**src/rtl/nvdla_cdp_mul_arb.sv**
```systemverilog
// Round-robin arbiter sharing one registered signed multiplier among NREQ requesters.
// Optional build macro NVDLA_CDP_MUL_ARB_PERF_EN adds a saturating request-stall counter.
module nvdla_cdp_mul_arb #(
  parameter int NREQ   = 4,
  parameter int INA_BW = 9,
  parameter int INB_BW = 16,
  parameter int TAG_BW = 2
) (
  input  logic                       nvdla_core_clk,
  input  logic                       nvdla_core_rst,
  input  logic [NREQ-1:0]            req_vld,
  output logic [NREQ-1:0]            req_rdy,
  input  logic [NREQ*INA_BW-1:0]     req_ina_pd,
  input  logic [NREQ*INB_BW-1:0]     req_inb_pd,
  output logic [NREQ-1:0]            res_vld,
  input  logic [NREQ-1:0]            res_rdy,
  output logic [INA_BW+INB_BW-1:0]   res_pd,
  output logic [TAG_BW-1:0]          res_tag,
  output logic                       arb_idle
`ifdef NVDLA_CDP_MUL_ARB_PERF_EN
  ,
  output logic [31:0]                perf_stall_cnt
`endif
);

  localparam int PD_BW = INA_BW + INB_BW;

  logic [TAG_BW-1:0]        rr_ptr_q;
  logic [TAG_BW-1:0]        rr_ptr_d;
  logic [TAG_BW-1:0]        win_s;
  logic [TAG_BW-1:0]        idx_s;
  logic                     found_s;
  logic                     out_vld_s;
  logic                     pipe_rdy_s;
  logic                     accept_s;
  logic signed [INA_BW-1:0] ina_s;
  logic signed [INB_BW-1:0] inb_s;
  logic signed [PD_BW-1:0]  prod_s;
  logic [NREQ-1:0]          win_oh_s;
  logic [NREQ-1:0]          res_vld_q;
  logic [NREQ-1:0]          res_vld_d;
  logic [PD_BW-1:0]         res_pd_q;
  logic [PD_BW-1:0]         res_pd_d;
  logic [TAG_BW-1:0]        res_tag_q;
  logic [TAG_BW-1:0]        res_tag_d;

  // Winner is the first valid requester at or after rr_ptr, wrapping modulo NREQ.
  always_comb begin
    win_s   = '0;
    found_s = 1'b0;
    idx_s   = '0;
    for (int k = 0; k < NREQ; k++) begin
      idx_s = TAG_BW'((int'(rr_ptr_q) + k) % NREQ);
      if (!found_s && req_vld[idx_s]) begin
        found_s = 1'b1;
        win_s   = idx_s;
      end else begin
        found_s = found_s;
      end
    end
  end

  assign ina_s      = req_ina_pd[int'(win_s)*INA_BW +: INA_BW];
  assign inb_s      = req_inb_pd[int'(win_s)*INB_BW +: INB_BW];
  assign prod_s     = PD_BW'(inb_s) * PD_BW'(ina_s);
  assign win_oh_s   = {{(NREQ-1){1'b0}}, 1'b1} << win_s;

  // Only the owner's res_rdy can free the single output slot.
  assign out_vld_s  = |res_vld_q;
  assign pipe_rdy_s = ~out_vld_s | res_rdy[res_tag_q];
  assign accept_s   = found_s & pipe_rdy_s;
  assign req_rdy    = accept_s ? win_oh_s : {NREQ{1'b0}};
  assign arb_idle   = ~out_vld_s & ~(|req_vld);

  // Output slot: load on accept, clear on drain, otherwise hold.
  always_comb begin
    res_vld_d = res_vld_q;
    res_pd_d  = res_pd_q;
    res_tag_d = res_tag_q;
    rr_ptr_d  = rr_ptr_q;
    if (accept_s) begin
      res_vld_d = win_oh_s;
      res_pd_d  = prod_s;
      res_tag_d = win_s;
      rr_ptr_d  = TAG_BW'((int'(win_s) + 1) % NREQ);
    end else if (out_vld_s && res_rdy[res_tag_q]) begin
      res_vld_d = {NREQ{1'b0}};
    end else begin
      res_vld_d = res_vld_q;
    end
  end

  // State registers.
  always_ff @(posedge nvdla_core_clk or posedge nvdla_core_rst) begin
    if (nvdla_core_rst) begin
      res_vld_q <= {NREQ{1'b0}};
      res_pd_q  <= {PD_BW{1'b0}};
      res_tag_q <= {TAG_BW{1'b0}};
      rr_ptr_q  <= {TAG_BW{1'b0}};
    end else begin
      res_vld_q <= res_vld_d;
      res_pd_q  <= res_pd_d;
      res_tag_q <= res_tag_d;
      rr_ptr_q  <= rr_ptr_d;
    end
  end

  assign res_vld = res_vld_q;
  assign res_pd  = res_pd_q;
  assign res_tag = res_tag_q;

`ifdef NVDLA_CDP_MUL_ARB_PERF_EN
  logic [31:0] stall_cnt_q;
  logic [31:0] stall_cnt_d;

  // Count cycles with pending requests but no accept; saturate instead of wrapping.
  always_comb begin
    stall_cnt_d = stall_cnt_q;
    if ((|req_vld) && !accept_s && (stall_cnt_q != 32'hFFFF_FFFF)) begin
      stall_cnt_d = stall_cnt_q + 32'd1;
    end else begin
      stall_cnt_d = stall_cnt_q;
    end
  end

  // Stall counter register.
  always_ff @(posedge nvdla_core_clk or posedge nvdla_core_rst) begin
    if (nvdla_core_rst) begin
      stall_cnt_q <= 32'd0;
    end else begin
      stall_cnt_q <= stall_cnt_d;
    end
  end

  assign perf_stall_cnt = stall_cnt_q;
`else
`endif

endmodule

```
**config.mk**
```make
export PLATFORM = sky130hd
export DESIGN_NAME = nvdla_cdp_mul_arb
export DESIGN_NICKNAME = d
export VERILOG_FILES = /design/src/rtl/nvdla_cdp_mul_arb.sv
export SDC_FILE = /design/constraint.sdc
export NUM_CORES = 1
export LEC_CHECK = 0
export BUFFER_PORTS_ARGS = -buffer_cell sky130_fd_sc_hd__buf_2
export CAP_MARGIN = 20
export CORE_ASPECT_RATIO = 0.7
export CORE_MARGIN = 4
export CORE_UTILIZATION = 55
export CTS_BUF_LIST = sky130_fd_sc_hd__clkbuf_8 sky130_fd_sc_hd__clkbuf_16
export DETAILED_ROUTE_END_ITERATION = 12
export PLACE_DENSITY = 0.8
export SYNTH_ARGS = -nofsm -noshare
export SYNTH_HDL_FRONTEND = slang
export SYNTH_SLANG_ARGS = --single-unit
export TNS_END_PERCENT = 50
```
**constraint.sdc**
```tcl
create_clock -name nvdla_core_clk -period 7.9 [get_ports nvdla_core_clk]
set_clock_uncertainty 0.2 [all_clocks]
set_input_delay 0.395 -clock nvdla_core_clk [delete_from_list [all_inputs] [get_ports nvdla_core_clk]]
set_output_delay 0.395 -clock nvdla_core_clk [all_outputs]
set_load 0.01 [all_outputs]
```
==> results_dict.tcl <==
set metrics [dict create \
    max-clock-path-buffers 2 \
    diodes 0 \
    synth_top_area_share_pct 32.2 \
    r2r-start "rr_ptr_q[1]" \
    clkLatencyLatePin_ps 280 \
    ios 146 \
    nets 1183 \
    reg2reg_to "res_pd[21]" \
    grt_remaining_overflow 0 \
    synth_compound_area_share_pct 6.86 \
    first_pass_iters 5 \
    avgViaCountPerCell 5.19 \
    synth-main-ff-cell "dfrtp_1" \
    slowest_stage "and2_2" \
    cts-root-buf "clkbuf_16" \
    post-route-period-util_pct 92.1 \
    drc_errors 0 \
    grt_first_pass_wirelength_um 26900 \
    antenna_found_initial 0 \
    r2r_cells 21 \
    gp_congestion 0.866 \
    synth_most_common_cell "fa_1" \
    wire_per_inst_um 14.8 \
    grt.total_usage_pct 21.2 \
    end_kind "flip-flop" \
    max_slew_margin_pct 32.3 \
    synth_area_leaders "fa_1 32%, dfrtp_1 11%, ha_1 9.5%" \
    synth_top_family_by_area "adder cells" \
    die_x_um 147 \
    rsz0062_at_grt "false" \
    grt_max_degree 51 \
    htree_levels 2 \
    synthXorXnorAreaFrac_pct 2.72 \
    yosys_warnings 0 \
    vias 5627 \
    numCtsBuffers 5 \
    post-dp-hpwl_um 13700 \
    period_needed_ps 7280 \
    routed_wl_um 16100 \
    ys_async_sr_fraction_pct 100 \
    fill_cells 1057 \
    worst_hold_path_type "in2async" \
    cts_resized 0 \
    core-area_um2 13200 \
    final-hold-violation-count 0 \
    path_cells "mux2i_1, nor2_1, nor3_1, and2_2, mux2_2, or2_1, fa_1, inv_1, fa_1, fa_1, fa_1, inv_1, fa_1, inv_1, ha_1, o211ai_1, o21ai_0, buf_4, o311ai_1, o21ai_0, a211o_1" \
    setup_viol 0 \
    netlist_instances 764 \
    synth_cell_type_count 53 \
    syn_nets 1049 \
    startpoint_type "flip-flop" \
    synth-seq-cells 33 \
    path_class "reg2reg" \
    synth_top_cell_by_area "fa_1" \
    synth_area_um2 7410 \
    slowest_delay_ps 780 \
    status "finished, final reports clean" \
    io_buffer_count 145 \
    required_ps 7860 \
    synth_area_per_cell_um2 9.70 \
    area_growth_pct 12.9 \
    synth_edf_count 0 \
    fp.dieArea_um2 15400 \
    critical_path_arrival_ps 7240 \
    synth.area.mux_share_pct 12.4 \
    slew_viol_final 0 \
    worst_pin_slew_ps 1010 \
    crit_fanout 28 \
    tns_ps 0 \
    antenna_left 0 \
    yosys.area_share.adder_pct 41.6 \
    drt_iter0_drc 335 \
    clkSinkCount 33 \
    clk_pin_slew_ps 50 \
    drv_cap 0 \
    synth_seq_area_share_pct 11.1 \
    yosys.area_share.simple_pct 15.9 \
    r2r_setup_slack_ps 620 \
    rows 35 \
    drive_above_1_share_pct 21.5 \
    path_common_cell "fa_1" \
    cts_tree "yes" \
    ctsHoldBuffers 0 \
    die_y_um 105 \
    fmaxAchievable_mhz 137 \
    cts_setup_buffers 0 \
    initial_core_util_pct 56.2 \
    synthTopCellsByCount "119 x fa_1, 117 x inv_1, 74 x or2_1, 60 x nor2_1, 56 x ha_1" \
    grt_pass1_vias 5760 \
]
-- critical path: cells and delay by family, from the launching register on --
kind | cells | cell delay [ps]
flops | 1 | 460
simple gates | 4 | 1230
compound gates | 5 | 1330
buf+inv | 4 | 320
mux | 2 | 770
fa+ha+maj | 6 | 2810
-- per-stage QoR --
stage / setup WS, ps / instance area, µm² / std cells / util [%] / hold WS, ps
floorplan: 1420 / 7410 / 764 / - / 311
global placement: 695 / 8170 / 1075 / 62.0 / 254
detailed placement: 581 / 8170 / 1075 / 62.0 / 259
CTS: 577 / 8350 / 1083 / 63.3 / 15.3
global route: 165 / 8370 / 1084 / 63.5 / 51.6
finish: 624 / 8370 / 1084 / 63.5 / 1.43
-- sequential cells by signal, indices dropped and copies added (netlist names) --
signal,cells
res_pd,25
res_vld,4
res_tag,2
rr_ptr_q,2
-- area by class of cell --
| cell class | instances | area [µm²] | area share, % |
|---|---|---|---|
| timing repair buffer | 151 | 796 | 9.51 |
| clock inverter | 2 | 33.8 | 0.404 |
| inverter | 117 | 439 | 5.25 |
| clock buffer | 6 | 139 | 1.66 |
| multi-input combinational | 590 | 5900 | 70.5 |
| sequential | 33 | 826 | 9.87 |
| tap | 185 | 231 | 2.77 |
-- layer usage --
layer  up-vias  wire length [µm]  global-route usage (%)
met2       143              8050                    35.9
met3        12               796                    2.77
met1      2773              7090                    29.9
met5         -                 0                       0
li1       2699                 -                       -
met4         0               130                    3.15
-- worst max path at each step --
stage	slack (ps)	from	end
2_1_floorplan	1420	req_vld[3]	res_pd[21]
3_3_place_gp	700	req_vld[1]	res_pd[19]
3_5_place_dp	580	req_vld[1]	res_pd[19]
4_1_cts	580	rr_ptr_q[1]	res_pd[19]
5_1_grt	170	rr_ptr_q[1]	res_pd[21]
6_report	620	rr_ptr_q[1]	res_pd[21]
-- cells by family after synthesis --
family / after synthesis
fa+ha+maj: 175
mux: 79
compound gates: 79
simple gates: 234
buf+inv: 141
xor+xnor: 23
flops: 33
-- placed cells by master (no fill, tap or decap), types with 3 or more instances in the layout --
cell	n
nand4_1	3
inv_1	118
nor2_1	60
nand3_1	3
fa_1	119
mux2i_1	54
o21ai_0	26
a21o_1	10
nor3_1	7
clkbuf_16	5
xnor2_1	15
mux2_4	22
nand2_1	54
buf_2	145
o211ai_1	6
or2_1	74
a21oi_1	18
buf_4	4
xor2_1	8
ha_1	56
dfrtp_1	33
and2_1	15
nor2_2	3
Power is left out: the tool's default activity adds up to more than one toggle a clock period on the data nets, which glitch-free logic cannot reach.
